## src/rtl/imem_boot_loader_if.sv

```systemverilog
// Byte-stream intake and imem write-port bundle for the boot loader; slave = loader, master = source/imem side.
// Carries no state; all timing is defined by the loader.
// Ready/valid on the byte side, fire-and-forget strobe on the write side.
interface imem_boot_loader_if #(
    parameter int ADDR_W = 10
);
    logic              in_valid;
    logic [7:0]        in_data;
    logic              in_ready;
    logic              wr_en;
    logic [ADDR_W-1:0] wr_addr;
    logic [31:0]       wr_data;
    logic              cpu_hold;
    logic              done;
    logic              error;

    modport master (
        output in_valid, in_data,
        input  in_ready, wr_en, wr_addr, wr_data, cpu_hold, done, error
    );

    modport slave (
        input  in_valid, in_data,
        output in_ready, wr_en, wr_addr, wr_data, cpu_hold, done, error
    );
endinterface

```

## src/rtl/imem_boot_loader.sv

```systemverilog
// Boot loader: parses CNT_HI CNT_LO payload [CHK] bytes into imem words, holds the CPU until loaded. Macro: IMEM_LOADER_CHECKSUM_EN.
// Latency: wr_en pulses the cycle after the 4th byte of a word; done/error register on the deciding byte.
// Backpressure: in_ready is registered from state only; stalls never, drops permanently in DONE/ERR.
module imem_boot_loader #(
    parameter int ADDR_W = 10,
    parameter int DEPTH  = 256
) (
    input  logic               clk,
    input  logic               rst_n,
    imem_boot_loader_if.slave  bus
);
    localparam int          CNT_W   = ADDR_W - 1;
    localparam logic [15:0] DEPTH16 = 16'(DEPTH);

    typedef enum logic [2:0] {
        S_HDR_HI, S_HDR_LO, S_PAYLOAD, S_CHECK, S_DONE, S_ERR
    } state_t;

    state_t              state_q, state_d;
    logic                in_ready_q, in_ready_d;
    logic                wr_en_q, wr_en_d;
    logic [ADDR_W-1:0]   wr_addr_q, wr_addr_d;
    logic [31:0]         wr_data_q, wr_data_d;
    logic                cpu_hold_q, cpu_hold_d;
    logic                done_q, done_d;
    logic                error_q, error_d;
    logic [CNT_W-1:0]    count_q, count_d;
    logic [CNT_W-1:0]    n_q, n_d;
    logic [1:0]          byte_idx_q, byte_idx_d;
    logic [23:0]         word_q, word_d;
    logic [7:0]          hdr_hi_q, hdr_hi_d;
`ifdef IMEM_LOADER_CHECKSUM_EN
    logic [7:0]          chk_q, chk_d;
`endif
    logic                accept;
    logic [15:0]         n16;

    assign accept = bus.in_valid & in_ready_q;

    always_comb begin
        state_d    = state_q;
        wr_en_d    = 1'b0;
        wr_addr_d  = wr_addr_q;
        wr_data_d  = wr_data_q;
        count_d    = count_q;
        n_d        = n_q;
        byte_idx_d = byte_idx_q;
        word_d     = word_q;
        hdr_hi_d   = hdr_hi_q;
        n16        = {hdr_hi_q, bus.in_data};
`ifdef IMEM_LOADER_CHECKSUM_EN
        chk_d      = chk_q;
`endif
        case (state_q)
            S_HDR_HI: begin
                if (accept) begin
                    hdr_hi_d = bus.in_data;
                    state_d  = S_HDR_LO;
                end
            end
            S_HDR_LO: begin
                if (accept) begin
                    n_d = CNT_W'(n16);
                    if (n16 > DEPTH16) begin
                        state_d = S_ERR;
                    end else if (n16 == 16'd0) begin
`ifdef IMEM_LOADER_CHECKSUM_EN
                        state_d = S_CHECK;
`else
                        state_d = S_DONE;
`endif
                    end else begin
                        state_d = S_PAYLOAD;
                    end
                end
            end
            S_PAYLOAD: begin
                if (accept) begin
`ifdef IMEM_LOADER_CHECKSUM_EN
                    chk_d = chk_q ^ bus.in_data;
`endif
                    byte_idx_d = byte_idx_q + 2'd1;
                    if (byte_idx_q == 2'd3) begin
                        // Write pulse lands next cycle while intake continues; no bubble between words.
                        wr_en_d   = 1'b1;
                        wr_data_d = {word_q, bus.in_data};
                        wr_addr_d = {count_q[ADDR_W-3:0], 2'b00};
                        count_d   = count_q + 1'b1;
                        if (count_d == n_q) begin
`ifdef IMEM_LOADER_CHECKSUM_EN
                            state_d = S_CHECK;
`else
                            state_d = S_DONE;
`endif
                        end
                    end else begin
                        word_d = {word_q[15:0], bus.in_data};
                    end
                end
            end
`ifdef IMEM_LOADER_CHECKSUM_EN
            S_CHECK: begin
                if (accept) begin
                    state_d = (chk_q == bus.in_data) ? S_DONE : S_ERR;
                end
            end
`endif
            default: ;
        endcase

        in_ready_d = (state_d != S_DONE) && (state_d != S_ERR);
        cpu_hold_d = (state_d != S_DONE);
        done_d     = (state_d == S_DONE);
        error_d    = (state_d == S_ERR);
    end

    always_ff @(posedge clk or negedge rst_n) begin
        if (!rst_n) begin
            state_q    <= S_HDR_HI;
            in_ready_q <= 1'b1;
            wr_en_q    <= 1'b0;
            wr_addr_q  <= '0;
            wr_data_q  <= '0;
            cpu_hold_q <= 1'b1;
            done_q     <= 1'b0;
            error_q    <= 1'b0;
            count_q    <= '0;
            n_q        <= '0;
            byte_idx_q <= '0;
            word_q     <= '0;
            hdr_hi_q   <= '0;
`ifdef IMEM_LOADER_CHECKSUM_EN
            chk_q      <= '0;
`endif
        end else begin
            state_q    <= state_d;
            in_ready_q <= in_ready_d;
            wr_en_q    <= wr_en_d;
            wr_addr_q  <= wr_addr_d;
            wr_data_q  <= wr_data_d;
            cpu_hold_q <= cpu_hold_d;
            done_q     <= done_d;
            error_q    <= error_d;
            count_q    <= count_d;
            n_q        <= n_d;
            byte_idx_q <= byte_idx_d;
            word_q     <= word_d;
            hdr_hi_q   <= hdr_hi_d;
`ifdef IMEM_LOADER_CHECKSUM_EN
            chk_q      <= chk_d;
`endif
        end
    end

    assign bus.in_ready = in_ready_q;
    assign bus.wr_en    = wr_en_q;
    assign bus.wr_addr  = wr_addr_q;
    assign bus.wr_data  = wr_data_q;
    assign bus.cpu_hold = cpu_hold_q;
    assign bus.done     = done_q;
    assign bus.error    = error_q;
endmodule

```

## src/flat_wrapper.sv

```systemverilog
// flat-port wrapper written by rule: the top's interface ports become plain ports
module imem_boot_loader_flat 
#(
    parameter int ADDR_W = 10,
    parameter int DEPTH  = 256
)
  (clk, rst_n, bus_in_valid, bus_in_data, bus_in_ready, bus_wr_en, bus_wr_addr, bus_wr_data, bus_cpu_hold, bus_done, bus_error);
  imem_boot_loader_if #(.ADDR_W(ADDR_W)) bus_i ();
  input  logic clk;
  input  logic rst_n;
  input wire logic [$bits(bus_i.in_valid)-1:0] bus_in_valid;
  input wire logic [$bits(bus_i.in_data)-1:0] bus_in_data;
  output wire logic [$bits(bus_i.in_ready)-1:0] bus_in_ready;
  output wire logic [$bits(bus_i.wr_en)-1:0] bus_wr_en;
  output wire logic [$bits(bus_i.wr_addr)-1:0] bus_wr_addr;
  output wire logic [$bits(bus_i.wr_data)-1:0] bus_wr_data;
  output wire logic [$bits(bus_i.cpu_hold)-1:0] bus_cpu_hold;
  output wire logic [$bits(bus_i.done)-1:0] bus_done;
  output wire logic [$bits(bus_i.error)-1:0] bus_error;
  assign bus_i.in_valid = bus_in_valid;
  assign bus_i.in_data = bus_in_data;
  assign bus_in_ready = bus_i.in_ready;
  assign bus_wr_en = bus_i.wr_en;
  assign bus_wr_addr = bus_i.wr_addr;
  assign bus_wr_data = bus_i.wr_data;
  assign bus_cpu_hold = bus_i.cpu_hold;
  assign bus_done = bus_i.done;
  assign bus_error = bus_i.error;
  imem_boot_loader #(.ADDR_W(ADDR_W), .DEPTH(DEPTH)) u_core (.clk(clk), .rst_n(rst_n), .bus(bus_i));
endmodule
```

## config.mk

```make
export PLATFORM = sky130hd
export DESIGN_NAME = imem_boot_loader_flat
export DESIGN_NICKNAME = d
export VERILOG_FILES = /design/src/rtl/imem_boot_loader_if.sv /design/src/rtl/imem_boot_loader.sv /design/src/flat_wrapper.sv
export SDC_FILE = /design/constraint.sdc
export NUM_CORES = 1
export LEC_CHECK = 0
export CAP_MARGIN = 20
export CORE_MARGIN = 2
export CORE_UTILIZATION = 45
export DETAILED_ROUTE_END_ITERATION = 6
export PLACE_DENSITY = 0.68
export SETUP_SLACK_MARGIN = 0.15
export SYNTH_ARGS = -nofsm -noshare
export SYNTH_HDL_FRONTEND = slang
export SYNTH_SLANG_ARGS = --single-unit
```

## constraint.sdc

```tcl
create_clock -name clk -period 2.75 [get_ports clk]
set_clock_uncertainty 0.1 [all_clocks]
set_input_delay 0.275 -clock clk [delete_from_list [all_inputs] [get_ports clk]]
set_output_delay 0.275 -clock clk [all_outputs]
set_load 0.02 [all_outputs]
```

# ---- After elaboration in Yosys (flattened, before gate mapping)
# Cells that the tools add are included.
dict set report totals {
  regBits 100
  out_inout_bits 47
  wordCells 45
}
dict set report classes {
  n_addsub 2
  order_cmp 1
  eq_ne 8
  mux 11
  bitwise 2
  n_reduce_logical 8
}
# cell n
set ops {}
lappend ops {{$mux W3} 7}
lappend ops {{$gt A16 B9 Y1 const B} 1}
lappend ops {{$logic_not A16 Y1} 1}
lappend ops {{$add A9 B1 Y9 const B} 1}
lappend ops {{$eq A9 B9 Y1} 1}
lappend ops {{$pmux W3 S3} 1}
lappend ops {{$eq A3 B3 Y1 const B} 2}
lappend ops {{$ne A3 B3 Y1 const B} 2}
lappend ops {{$reduce_and A2 Y1} 3}
lappend ops {{$reduce_and A3 Y1} 2}
lappend ops {{$eq A3 B1 Y1 const B} 1}
lappend ops {{$eq A3 B2 Y1 const B} 1}
lappend ops {{$logic_not A3 Y1} 1}
lappend ops {{$mux W1} 3}
lappend ops {{$add A2 B1 Y2 const B} 1}
lappend ops {{$eq A2 B2 Y1 const B} 1}
lappend ops {{$and A1 B1 Y1} 1}
lappend ops {{$logic_and A1 B1 Y1} 1}
lappend ops {{$not A1 Y1} 1}

# ---- Logic depth before layout (Yosys ltp)
# Gate-level depths: netlist (run 1).
dict set report logic_depth {
  word_depth 8
  ltp_mapped 7
  ltp_nobuf 6
}

# ---- Least setup slack after synthesis (run 1)
# No wires, ideal clock.
dict set report synth_path {
  path_kind {flip-flop to flip-flop}
  from {register u_core.count_q[1]}
  to {register u_core.in_ready_q (netlist: u_core.bus.in_ready)}
  setup_ns 0.112
  arrival_ns 2.169
  required_time_ns 2.538
  slack_ns 0.369
  stages_incl_launch_ff 8
  period_less_slack_ns 2.381
  path_cell_list {dfrtp_1 > ha_1 > buf_6 > xor3_1 > or3_1 > a2111o_1 > a211oi_2 > a21boi_0}
}
dict set report synth_via {
  elab_chain_len 8
  word_cells_on_any_way 9
  classes_between {add/sub (1); eq/ne (3); mux (4); reduce/logical (1)}
}
# element line_no
set synth_lines {}
lappend synth_lines {{start, declared} imem_boot_loader.sv:27} ;# logic [CNT_W-1:0] count_q, count_d;
lappend synth_lines {{start signal, assigned} imem_boot_loader.sv:144} ;# count_q <= count_d;
lappend synth_lines {{$add A9 B1 Y9 (*)} imem_boot_loader.sv:88} ;# count_d = count_q + 1'b1;
lappend synth_lines {{$eq A9 B9 Y1 (*)} imem_boot_loader.sv:89} ;# if (count_d == n_q) begin
lappend synth_lines {{$mux W3 (*)} imem_boot_loader.sv:89}
lappend synth_lines {{$mux W3 (*)} imem_boot_loader.sv:83} ;# if (byte_idx_q == 2'd3) begin
lappend synth_lines {{$mux W3 (*)} imem_boot_loader.sv:78} ;# if (accept) begin
lappend synth_lines {{$pmux W3 S3 (*)} imem_boot_loader.sv:54} ;# case (state_q)
lappend synth_lines {{$ne A3 B3 Y1} imem_boot_loader.sv:111} ;# in_ready_d = (state_d != S_DONE) && (state_d != S_ERR);
lappend synth_lines {{$logic_and A1 B1 Y1 (*)} imem_boot_loader.sv:111}
lappend synth_lines {{named net u_core.in_ready_d} imem_boot_loader.sv:20} ;# logic in_ready_q, in_ready_d;
lappend synth_lines {{end signal, assigned} imem_boot_loader.sv:137} ;# in_ready_q <= in_ready_d;
lappend synth_lines {{end, declared} imem_boot_loader.sv:20}
# Mark *: on every way through the listed nets, which the timed path passes. The rest lies on a longest branch.
# A chain may end at the register's enable or synchronous reset.

# ---- Worst setup path after layout (run 1)
# Ends and elaborated chain as after synthesis.

==> results of run 1 <==
[repair_timing]
item                                   4_1_cts  5_1_grt
gates resized for setup                      1        1
hold buffers                                 1        0
endpoints found under the hold margin       43        0
setup endpoints to repair                    2        4
[cell families after synthesis]
kind of cell / count (synthesis) / share of synthesized area
flops: 100 / 0.595
simple gates: 164 / 0.166
xor+xnor: 20 / 0.0452
mux: 42 / 0.112
fa+ha+maj: 2 / 0.00594
compound gates: 24 / 0.0437
buf+inv: 25 / 0.0312
other cells: 1 / 0.000891
[worst max path at each step]
stage                     depth (start not counted)                          start  slack [ps]                            end
after floorplan                                   7  u_core.count_q[1]$_DFFE_PN0P_         370  u_core.bus.in_ready$_DFF_PN1_
after global placement                            6  u_core.count_q[1]$_DFFE_PN0P_         250  u_core.bus.in_ready$_DFF_PN1_
after detailed placement                          6  u_core.count_q[1]$_DFFE_PN0P_         160  u_core.bus.in_ready$_DFF_PN1_
after CTS                                         6  u_core.count_q[1]$_DFFE_PN0P_         200  u_core.bus.in_ready$_DFF_PN1_
after global routing                              6  u_core.count_q[1]$_DFFE_PN0P_         180      u_core.bus.done$_DFF_PN0_
final                                             6  u_core.count_q[1]$_DFFE_PN0P_         270  u_core.bus.in_ready$_DFF_PN1_
[power by group through the flow]
stage / combinational (mW) / clock, mW / sequential (mW)
after detailed placement: 0.464 / 0 / 1.78
after global routing: 0.510 / 0.971 / 1.77
after global placement: 0.451 / 0 / 1.77
after CTS: 0.469 / 0.901 / 1.75
final: 0.462 / 0.872 / 1.75
after floorplan: 0.298 / 0 / 1.76
[placed cells by master (no fill, tap or decap), types with 3 or more instances in the layout]
cell / n
sky130_fd_sc_hd__a21oi_1: 3
sky130_fd_sc_hd__buf_4: 13
sky130_fd_sc_hd__dfrtp_1: 98
sky130_fd_sc_hd__nor4_1: 5
sky130_fd_sc_hd__clkdlybuf4s50_1: 54
sky130_fd_sc_hd__inv_1: 4
sky130_fd_sc_hd__mux2_2: 42
sky130_fd_sc_hd__nand4_1: 4
sky130_fd_sc_hd__xnor2_1: 11
sky130_fd_sc_hd__nor3_1: 5
sky130_fd_sc_hd__nor2b_1: 3
sky130_fd_sc_hd__nand2_1: 125
sky130_fd_sc_hd__xor2_1: 8
sky130_fd_sc_hd__clkbuf_8: 9
sky130_fd_sc_hd__nor2_1: 10
sky130_fd_sc_hd__o21ai_0: 4
[per-layer routing]
layer | vias to the layer above | GRT usage | share of wire
met3 | 5 | 0.0257 | 0.049
met1 | 1394 | 0.273 | 0.47
met4 | 0 | 0.0580 | 0.010
met2 | 70 | 0.285 | 0.47
met5 | - | 0 | 0
li1 | 1371 | - | -
[sequential cells by signal, summed over array words and instances (netlist names), 2 cells and up]
register            count
u_core.bus.wr_data     32
u_core.bus.wr_addr      8
u_core.hdr_hi_q         8
u_core.word_q          24
u_core.n_q              9
u_core.byte_idx_q       2
u_core.count_q          9
u_core.state_q          3
[final cells by class]
cell class,count,area share
Sequential cell,100,0.490
Multi-Input combinational cell,254,0.313
Timing Repair Buffer,69,0.131
Tap cell,111,0.0272
Clock buffer,9,0.0242
Clock inverter,7,0.0115
Inverter,5,0.00367
[stage by stage]
step / util / hold WS [ps] / area, µm² / setup WS, ps / power [mW]
finish: 0.558 / 351 / 5110 / 265 / 3.08
global route: 0.558 / 389 / 5110 / 181 / 3.25
CTS: 0.557 / 356 / 5100 / 198 / 3.12
detailed placement: 0.536 / 216 / 4910 / 161 / 2.24
global placement: 0.536 / 204 / 4910 / 254 / 2.22
floorplan: - / -121 / 4210 / 369 / 2.06
==> flow_summary.html, run 1 <==
<table>
<tr><th>Metric</th><th>Value</th></tr>
<tr><th colspan="2">Outcome</th></tr>
<tr><td>Result of the run</td><td>complete, no violations</td></tr>
<tr><th colspan="2">Drt</th></tr>
<tr><td>Violation count after the first detailed-routing iteration</td><td>between 90 and 100</td></tr>
<tr><td>Number of iterations in the first detailed-routing pass</td><td>4</td></tr>
<tr><td>Final Routed Wirelength</td><td>between 8000 and 9000 µm</td></tr>
<tr><td>Via Count</td><td>around 2,800</td></tr>
<tr><td>Number of remaining DRC errors</td><td>0</td></tr>
<tr><td>Number of nets with antenna violations after routing</td><td>0</td></tr>
<tr><td>Vias per inst</td><td>approximately 5.1</td></tr>
<tr><td>DR WL/cell</td><td>approximately 16 µm</td></tr>
<tr><th colspan="2">Pwr</th></tr>
<tr><td>Leakage dissipation</td><td>roughly 2.5 nW</td></tr>
<tr><td>Worst vdd ir</td><td>about 300 µV</td></tr>
<tr><td>Switching fraction of total power</td><td>0.278</td></tr>
<tr><td>Clock network power share</td><td>0.283</td></tr>
<tr><td>Cell Pwr Density</td><td>603 nW/µm²</td></tr>
<tr><td>Sequential share of power</td><td>0.567</td></tr>
<tr><td>Internal</td><td>2.23 mW</td></tr>
<tr><td>P_sw</td><td>approximately 0.86 mW</td></tr>
<tr><td>Proportion of power drawn by combinational gates</td><td>0.150</td></tr>
<tr><th colspan="2">Worst setup path</th></tr>
<tr><td>Sum of buffers and inverters on the critical path</td><td>0</td></tr>
<tr><td>Internal reg-to-reg setup slack</td><td>270 ps</td></tr>
<tr><td>Destination of the worst register-to-register timing path</td><td>u_core.bus.in_ready$_DFF_PN1_</td></tr>
<tr><td>Cell chain of the critical path</td><td>ha_4, xor3_1, or3_1, a2111o_1, a211oi_2, a21boi_0</td></tr>
<tr><td>Endpoint type of the worst setup path</td><td>flop</td></tr>
<tr><td>Worst r2r src</td><td>u_core.count_q[1]$_DFFE_PN0P_</td></tr>
<tr><td>Highest fanout seen on the critical path</td><td>8</td></tr>
<tr><td>Signal arrival time at the worst endpoint</td><td>roughly 2700 ps</td></tr>
<tr><td>Family with the most delay on the worst path</td><td>compound AO/OA/AOI/OAI gates</td></tr>
<tr><td>Critical path class</td><td>reg2reg</td></tr>
<tr><td>CP max stage cell</td><td>sky130_fd_sc_hd__dfrtp_1</td></tr>
<tr><td>Crit path required time</td><td>between 2000 and 3000 ps</td></tr>
<tr><td>Highest cell delay on the worst timing path</td><td>between 400 and 500 ps</td></tr>
<tr><td>Worst-case reg-to-reg path depth</td><td>6</td></tr>
<tr><td>Kind of launch point of the worst setup path</td><td>flop</td></tr>
<tr><th colspan="2">Clock tree</th></tr>
<tr><td>Num CTS Buffers</td><td>9</td></tr>
<tr><td>Root cell of the clock tree</td><td>sky130_fd_sc_hd__clkbuf_8</td></tr>
<tr><td>Setup bufs post-CTS</td><td>0</td></tr>
<tr><td>Clock edge transition at the registers on the reported setup and hold paths</td><td>around 100 ps</td></tr>
<tr><td>CTS H-Tree Depth</td><td>3</td></tr>
<tr><td>Worst-skew pair later-pin latency</td><td>about 360 ps</td></tr>
<tr><td>Num Clock Sinks</td><td>100</td></tr>
<tr><td>CTS tree</td><td>done</td></tr>
<tr><td>Maximum buffer depth of the clock tree</td><td>2</td></tr>
<tr><th colspan="2">Synthesis</th></tr>
<tr><td>Area share of the leading cell type in the synthesized netlist</td><td>0.583</td></tr>
<tr><td>Count of unique library cells instantiated by Yosys</td><td>between 40 and 50</td></tr>
<tr><td>Synth Warn #</td><td>0</td></tr>
<tr><td>Number of enable flip-flop cells after synthesis</td><td>0</td></tr>
<tr><td>Library cell with the highest instance count after synthesis</td><td>sky130_fd_sc_hd__nand2_1</td></tr>
<tr><td>Flop and latch count out of synthesis</td><td>100</td></tr>
<tr><td>Register area share after synthesis</td><td>0.595</td></tr>
<tr><td>Proportion of synthesized flip-flops having asynchronous set or reset</td><td>1.00</td></tr>
<tr><td>Most used flip-flop cell after synthesis</td><td>sky130_fd_sc_hd__dfrtp_1</td></tr>
<tr><td>Top cell types by occurrence after synthesis</td><td>125 x sky130_fd_sc_hd__nand2_1, 98 x sky130_fd_sc_hd__dfrtp_1, 42 x sky130_fd_sc_hd__mux2_2</td></tr>
<tr><td>Syn Std Cell Area</td><td>roughly 4200 µm²</td></tr>
<tr><td>Main area contributors after synthesis</td><td>sky130_fd_sc_hd__dfrtp_1 58%, sky130_fd_sc_hd__mux2_2 11%, sky130_fd_sc_hd__nand2_1 11%</td></tr>
<tr><td>Synth Area per Inst</td><td>roughly 11 µm²</td></tr>
<tr><td>Synthesized instance count</td><td>~380</td></tr>
<tr><td>Area leader, netlist</td><td>sky130_fd_sc_hd__dfrtp_1</td></tr>
<tr><th colspan="2">Global route</th></tr>
<tr><td>Antenna violations before repair</td><td>0</td></tr>
<tr><td>Total global routing track utilization</td><td>0.185</td></tr>
<tr><td>Maximum number of pins on one net before global-route repair</td><td>58</td></tr>
<tr><td>Via count of the first global-routing pass</td><td>around 3,000</td></tr>
<tr><td>Sum of overflow across all layers after global routing</td><td>0</td></tr>
<tr><td>Wire length of the first global-routing pass</td><td>around 15,000 µm</td></tr>
<tr><th colspan="2">Place</th></tr>
<tr><td>Input/output buffers</td><td>55</td></tr>
<tr><td>Routability Congestion</td><td>roughly 0.83</td></tr>
<tr><td>Total placed cells including tap cells</td><td>about 540</td></tr>
<tr><td>DP Wirelength</td><td>about 6000 µm</td></tr>
<tr><th colspan="2">Floorplanning</th></tr>
<tr><td># rows</td><td>35</td></tr>
<tr><td>Effective utilization at floorplan</td><td>0.460</td></tr>
<tr><td>Total I/O pin count</td><td>a little under 60</td></tr>
<tr><td>Area of the core region</td><td>9150 µm²</td></tr>
<tr><td>Die area</td><td>a little over 10,000 µm²</td></tr>
<tr><td>Chip Height</td><td>about 100 µm</td></tr>
<tr><td>Horiz. Die Dim</td><td>just over 100 µm</td></tr>
<tr><th colspan="2">Cells and area</th></tr>
<tr><td>Layout Area Growth over Synthesis</td><td>21.4%</td></tr>
<tr><td>Diodes inserted</td><td>0</td></tr>
<tr><td>Register Area</td><td>2500 µm²</td></tr>
<tr><td>Final Instance Count excl. Fillers</td><td>approximately 560</td></tr>
<tr><td>Area of the multi-input gates</td><td>about 1600 µm²</td></tr>
<tr><td>Net count of the finished layout</td><td>approximately 450</td></tr>
<tr><td>Ratio of cells with drive above 1 in the final layout</td><td>0.182</td></tr>
<tr><td>Number of fill cells in the layout</td><td>about 810</td></tr>
<tr><th colspan="2">Timing</th></tr>
<tr><td>Rel. slew slack</td><td>0.614</td></tr>
<tr><td>Minimum clock period</td><td>2480 ps</td></tr>
<tr><td>Sum of negative setup slack</td><td>0 ps</td></tr>
<tr><td>Final-report setup violation count</td><td>0</td></tr>
<tr><td>RSZ-0062 raised after global routing</td><td>no</td></tr>
<tr><td>Crit share post-route</td><td>0.904</td></tr>
<tr><td>Maximum operating frequency</td><td>~0.40 GHz</td></tr>
<tr><td>Transition time at the pin with the least slew margin</td><td>roughly 580 ps</td></tr>
<tr><td>Max-slew violation total from the final report</td><td>0</td></tr>
<tr><td>Hold violation total from the final report</td><td>0</td></tr>
<tr><th colspan="2">Hold path</th></tr>
<tr><td>Worst hold path class</td><td>in2async</td></tr>
<tr><th colspan="2">Flow run</th></tr>
<tr><td>Reported max-cap violation count</td><td>0</td></tr>
</table>
No activity file was read; power rests on OpenSTA's default activity.
==> run 2, diff against run 1 <==
Settings changed: CELL_PAD_IN_SITES_DETAIL_PLACEMENT set to 0, CELL_PAD_IN_SITES_GLOBAL_PLACEMENT set to 1, CORE_UTILIZATION 45 to 43, PLACE_DENSITY 0.68 to unset, PLACE_DENSITY_LB_ADDON set to 0.1.
==> flow_summary.html, run 2 (same netlist as run 1, synthesis figures left out) <==
<table>
<tr><th>Metric</th><th>Value</th></tr>
<tr><th colspan="2">Outcome</th></tr>
<tr><td>Result of the run</td><td>complete, no violations (unchanged)</td></tr>
<tr><th colspan="2">Pwr</th></tr>
<tr><td>Internal</td><td>2.31 mW (was 2.23 mW)</td></tr>
<tr><td>Sequential share of power</td><td>0.551 (was 0.567)</td></tr>
<tr><td>P_sw</td><td>0.856 mW (about the same)</td></tr>
<tr><td>Clock network power share</td><td>0.304 (was 0.283)</td></tr>
<tr><td>Cell Pwr Density</td><td>616 nW/µm² (was 603 nW/µm²)</td></tr>
<tr><td>Proportion of power drawn by combinational gates</td><td>0.145 (was 0.150)</td></tr>
<tr><td>Switching fraction of total power</td><td>0.270 (was 0.278)</td></tr>
<tr><td>Worst vdd ir</td><td>253 µV (was 297 µV)</td></tr>
<tr><td>Leakage dissipation</td><td>2.48 nW (was 2.47 nW)</td></tr>
<tr><th colspan="2">Floorplanning</th></tr>
<tr><td>Total I/O pin count</td><td>58 (unchanged)</td></tr>
<tr><td>Horiz. Die Dim</td><td>103 µm (was 101 µm)</td></tr>
<tr><td>Effective utilization at floorplan</td><td>0.437 (was 0.460)</td></tr>
<tr><td>Die area</td><td>10,600 µm² (was 10,100 µm²)</td></tr>
<tr><td>Chip Height</td><td>103 µm (was 101 µm)</td></tr>
<tr><td># rows</td><td>36 (was 35)</td></tr>
<tr><td>Area of the core region</td><td>9640 µm² (was 9150 µm²)</td></tr>
<tr><th colspan="2">Flow run</th></tr>
<tr><td>Reported max-cap violation count</td><td>0 (unchanged)</td></tr>
<tr><th colspan="2">Cells and area</th></tr>
<tr><td>Final Instance Count excl. Fillers</td><td>577 (was 555)</td></tr>
<tr><td>Max reg flops</td><td>32 (unchanged)</td></tr>
<tr><td>Diodes inserted</td><td>0 (unchanged)</td></tr>
<tr><td>Number of fill cells in the layout</td><td>910 (was 807)</td></tr>
<tr><td>Net count of the finished layout</td><td>452 (unchanged)</td></tr>
<tr><td>Register Area</td><td>2500 µm² (unchanged)</td></tr>
<tr><td>Ratio of cells with drive above 1 in the final layout</td><td>0.178 (was 0.182)</td></tr>
<tr><td>Highest-count cells in the layout ignoring fill and taps</td><td>125 x sky130_fd_sc_hd__nand2_1, 98 x sky130_fd_sc_hd__dfrtp_1, 54 x sky130_fd_sc_hd__clkdlybuf4s50_1 (unchanged)</td></tr>
<tr><td>Area of the multi-input gates</td><td>1590 µm² (was 1600 µm²)</td></tr>
<tr><td>Layout Area Growth over Synthesis</td><td>22.2% (was 21.4%)</td></tr>
<tr><td>Most common cell after layout, fill and taps aside</td><td>sky130_fd_sc_hd__nand2_1 (unchanged)</td></tr>
<tr><th colspan="2">Worst setup path</th></tr>
<tr><td>Signal arrival time at the worst endpoint</td><td>2620 ps (was 2670 ps)</td></tr>
<tr><td>Crit path required time</td><td>2960 ps (was 2930 ps)</td></tr>
<tr><td>Kind of launch point of the worst setup path</td><td>flop (unchanged)</td></tr>
<tr><td>Endpoint type of the worst setup path</td><td>flop (unchanged)</td></tr>
<tr><td>Critical path class</td><td>reg2reg (unchanged)</td></tr>
<tr><td>Family with the most delay on the worst path</td><td>compound AO/OA/AOI/OAI gates (unchanged)</td></tr>
<tr><td>Highest cell delay on the worst timing path</td><td>480 ps (was 490 ps)</td></tr>
<tr><td>CP max stage cell</td><td>sky130_fd_sc_hd__a2111o_1 (was sky130_fd_sc_hd__dfrtp_1)</td></tr>
<tr><td>Cell chain of the critical path</td><td>ha_1, xor3_1, or3_1, a2111o_1, a211oi_2, a21o_1 (was ha_4, xor3_1, or3_1, a2111o_1, a211oi_2, a21boi_0)</td></tr>
<tr><td>Sum of buffers and inverters on the critical path</td><td>0 (unchanged)</td></tr>
<tr><td>Highest fanout seen on the critical path</td><td>6 (was 8)</td></tr>
<tr><th colspan="2">Timing</th></tr>
<tr><td>Minimum clock period</td><td>2410 ps (was 2480 ps)</td></tr>
<tr><td>Final setup margin</td><td>343 ps (was 265 ps)</td></tr>
<tr><td>Hold violation total from the final report</td><td>0 (unchanged)</td></tr>
<tr><td>Rel. slew slack</td><td>0.631 (was 0.614)</td></tr>
<tr><td>Sum of negative setup slack</td><td>0 ps (unchanged)</td></tr>
<tr><td>Final-report setup violation count</td><td>0 (unchanged)</td></tr>
<tr><td>Crit share post-route</td><td>0.875 (was 0.904)</td></tr>
<tr><td>Max-slew violation total from the final report</td><td>0 (unchanged)</td></tr>
<tr><td>Maximum operating frequency</td><td>0.415 GHz (was 0.402 GHz)</td></tr>
<tr><td>Transition time at the pin with the least slew margin</td><td>553 ps (was 579 ps)</td></tr>
<tr><td>RSZ-0062 raised after global routing</td><td>no (unchanged)</td></tr>
<tr><th colspan="2">Clock tree</th></tr>
<tr><td>Setup bufs post-CTS</td><td>0 (unchanged)</td></tr>
<tr><td>CTS H-Tree Depth</td><td>3 (unchanged)</td></tr>
<tr><td>Num CTS Buffers</td><td>9 (unchanged)</td></tr>
<tr><td>Worst-skew pair later-pin latency</td><td>360 ps (about the same)</td></tr>
<tr><td>Hold_buf cts</td><td>1 (unchanged)</td></tr>
<tr><td>Num Clock Sinks</td><td>100 (unchanged)</td></tr>
<tr><td>CTS tree</td><td>done (unchanged)</td></tr>
<tr><td>Clock edge transition at the registers on the reported setup and hold paths</td><td>100 ps (about the same)</td></tr>
<tr><td>Maximum buffer depth of the clock tree</td><td>2 (unchanged)</td></tr>
<tr><td>Root cell of the clock tree</td><td>sky130_fd_sc_hd__clkbuf_8 (unchanged)</td></tr>
<tr><td>Resize count post-CTS</td><td>0 (was 1)</td></tr>
<tr><th colspan="2">Place</th></tr>
<tr><td>Total placed cells including tap cells</td><td>560 (was 538)</td></tr>
<tr><td>Routability Congestion</td><td>0.748 (was 0.825)</td></tr>
<tr><td>Input/output buffers</td><td>55 (unchanged)</td></tr>
<tr><td>DP Wirelength</td><td>5770 µm (was 5900 µm)</td></tr>
<tr><td>Worst setup timing slack at the placement stage</td><td>368 ps (was 161 ps)</td></tr>
<tr><th colspan="2">Drt</th></tr>
<tr><td>Number of iterations in the first detailed-routing pass</td><td>4 (unchanged)</td></tr>
<tr><td>Number of remaining DRC errors</td><td>0 (unchanged)</td></tr>
<tr><td>DR WL/cell</td><td>15.2 µm (was 15.6 µm)</td></tr>
<tr><td>Violation count after the first detailed-routing iteration</td><td>112 (was 98)</td></tr>
<tr><td>Number of nets with antenna violations after routing</td><td>0 (unchanged)</td></tr>
<tr><td>Vias per inst</td><td>4.80 (was 5.12)</td></tr>
<tr><td>Final Routed Wirelength</td><td>8750 µm (was 8640 µm)</td></tr>
<tr><td>Via Count</td><td>2,768 (was 2,840)</td></tr>
<tr><th colspan="2">Global route</th></tr>
<tr><td>Sum of overflow across all layers after global routing</td><td>0 (unchanged)</td></tr>
<tr><td>Wire length of the first global-routing pass</td><td>14,700 µm (was 14,600 µm)</td></tr>
<tr><td>Total global routing track utilization</td><td>0.182 (was 0.185)</td></tr>
<tr><td>Maximum number of pins on one net before global-route repair</td><td>101 (was 58)</td></tr>
<tr><td>Antenna violations before repair</td><td>0 (unchanged)</td></tr>
<tr><td>Via count of the first global-routing pass</td><td>2,827 (was 2,920)</td></tr>
<tr><th colspan="2">Hold path</th></tr>
<tr><td>Worst hold path class</td><td>reg2reg (was in2async)</td></tr>
</table>
-- run 2: path summary, 6_finish.rpt --
kind	startpoint	to	cells past startpoint	slack, ps
min in group asynchronous	rst_n	u_core.count_q[8]$_DFFE_PN0P_	3	390
min reg2reg	u_core.word_q[17]$_DFFE_PN0P_	u_core.bus.wr_data[25]$_DFFE_PN0P_	2	370
max in group asynchronous	rst_n	u_core.bus.in_ready$_DFF_PN1_	3	1720
max	u_core.count_q[1]$_DFFE_PN0P_	u_core.bus.done$_DFF_PN0_	6	340
max reg2reg	u_core.count_q[1]$_DFFE_PN0P_	u_core.bus.done$_DFF_PN0_	6	340
min	u_core.word_q[17]$_DFFE_PN0P_	u_core.bus.wr_data[25]$_DFFE_PN0P_	2	370
-- run 2: cell type report --
| type | instances | share of cell area |
|---|---|---|
| timing repair buffer | 69 | 0.130 |
| multi-input combinational | 254 | 0.308 |
| clock inverter | 6 | 0.0139 |
| sequential | 100 | 0.487 |
| tap | 133 | 0.0324 |
| clock buffer | 10 | 0.0248 |
| inverter | 5 | 0.00365 |
-- run 2: layer usage --
metal / wire (µm) / vias up / part of all wire / global-route usage
met3: 283 / 14 / 0.032 / 0.0312
met2: 3740 / 53 / 0.43 / 0.258
li1: - / 1369 / - / -
met4: 126 / 0 / 0.014 / 0.0638
met5: 0 / - / 0 / 0
met1: 4600 / 1332 / 0.53 / 0.281
-- run 2: worst min-delay path: stages, from the launching register on --
cell and delay, ps:
sky130_fd_sc_hd__dfrtp_1 350, sky130_fd_sc_hd__nand2_1 50, sky130_fd_sc_hd__nand2_1 50
-- run 2: power by group through the flow --
stage / Clock [mW] / Combinational, mW / Sequential, mW
after floorplan: 0 / 0.298 / 1.76
after global placement: 0 / 0.454 / 1.77
after detailed placement: 0 / 0.465 / 1.78
after CTS: 0.989 / 0.468 / 1.75
after global routing: 1.05 / 0.507 / 1.77
final: 0.963 / 0.459 / 1.75
-- run 2: metrics by stage --
| stage | total power, mW | utilization | hold WS, ps | area, µm² |
|---|---|---|---|---|
| 2_1_floorplan | 2.06 | - | -121 | 4210 |
| 3_3_place_gp | 2.23 | 0.512 | 282 | 4930 |
| 3_5_place_dp | 2.24 | 0.512 | 286 | 4930 |
| 4_1_cts | 3.21 | 0.533 | 381 | 5140 |
| 5_1_grt | 3.33 | 0.533 | 394 | 5140 |
| 6_report | 3.17 | 0.533 | 373 | 5140 |
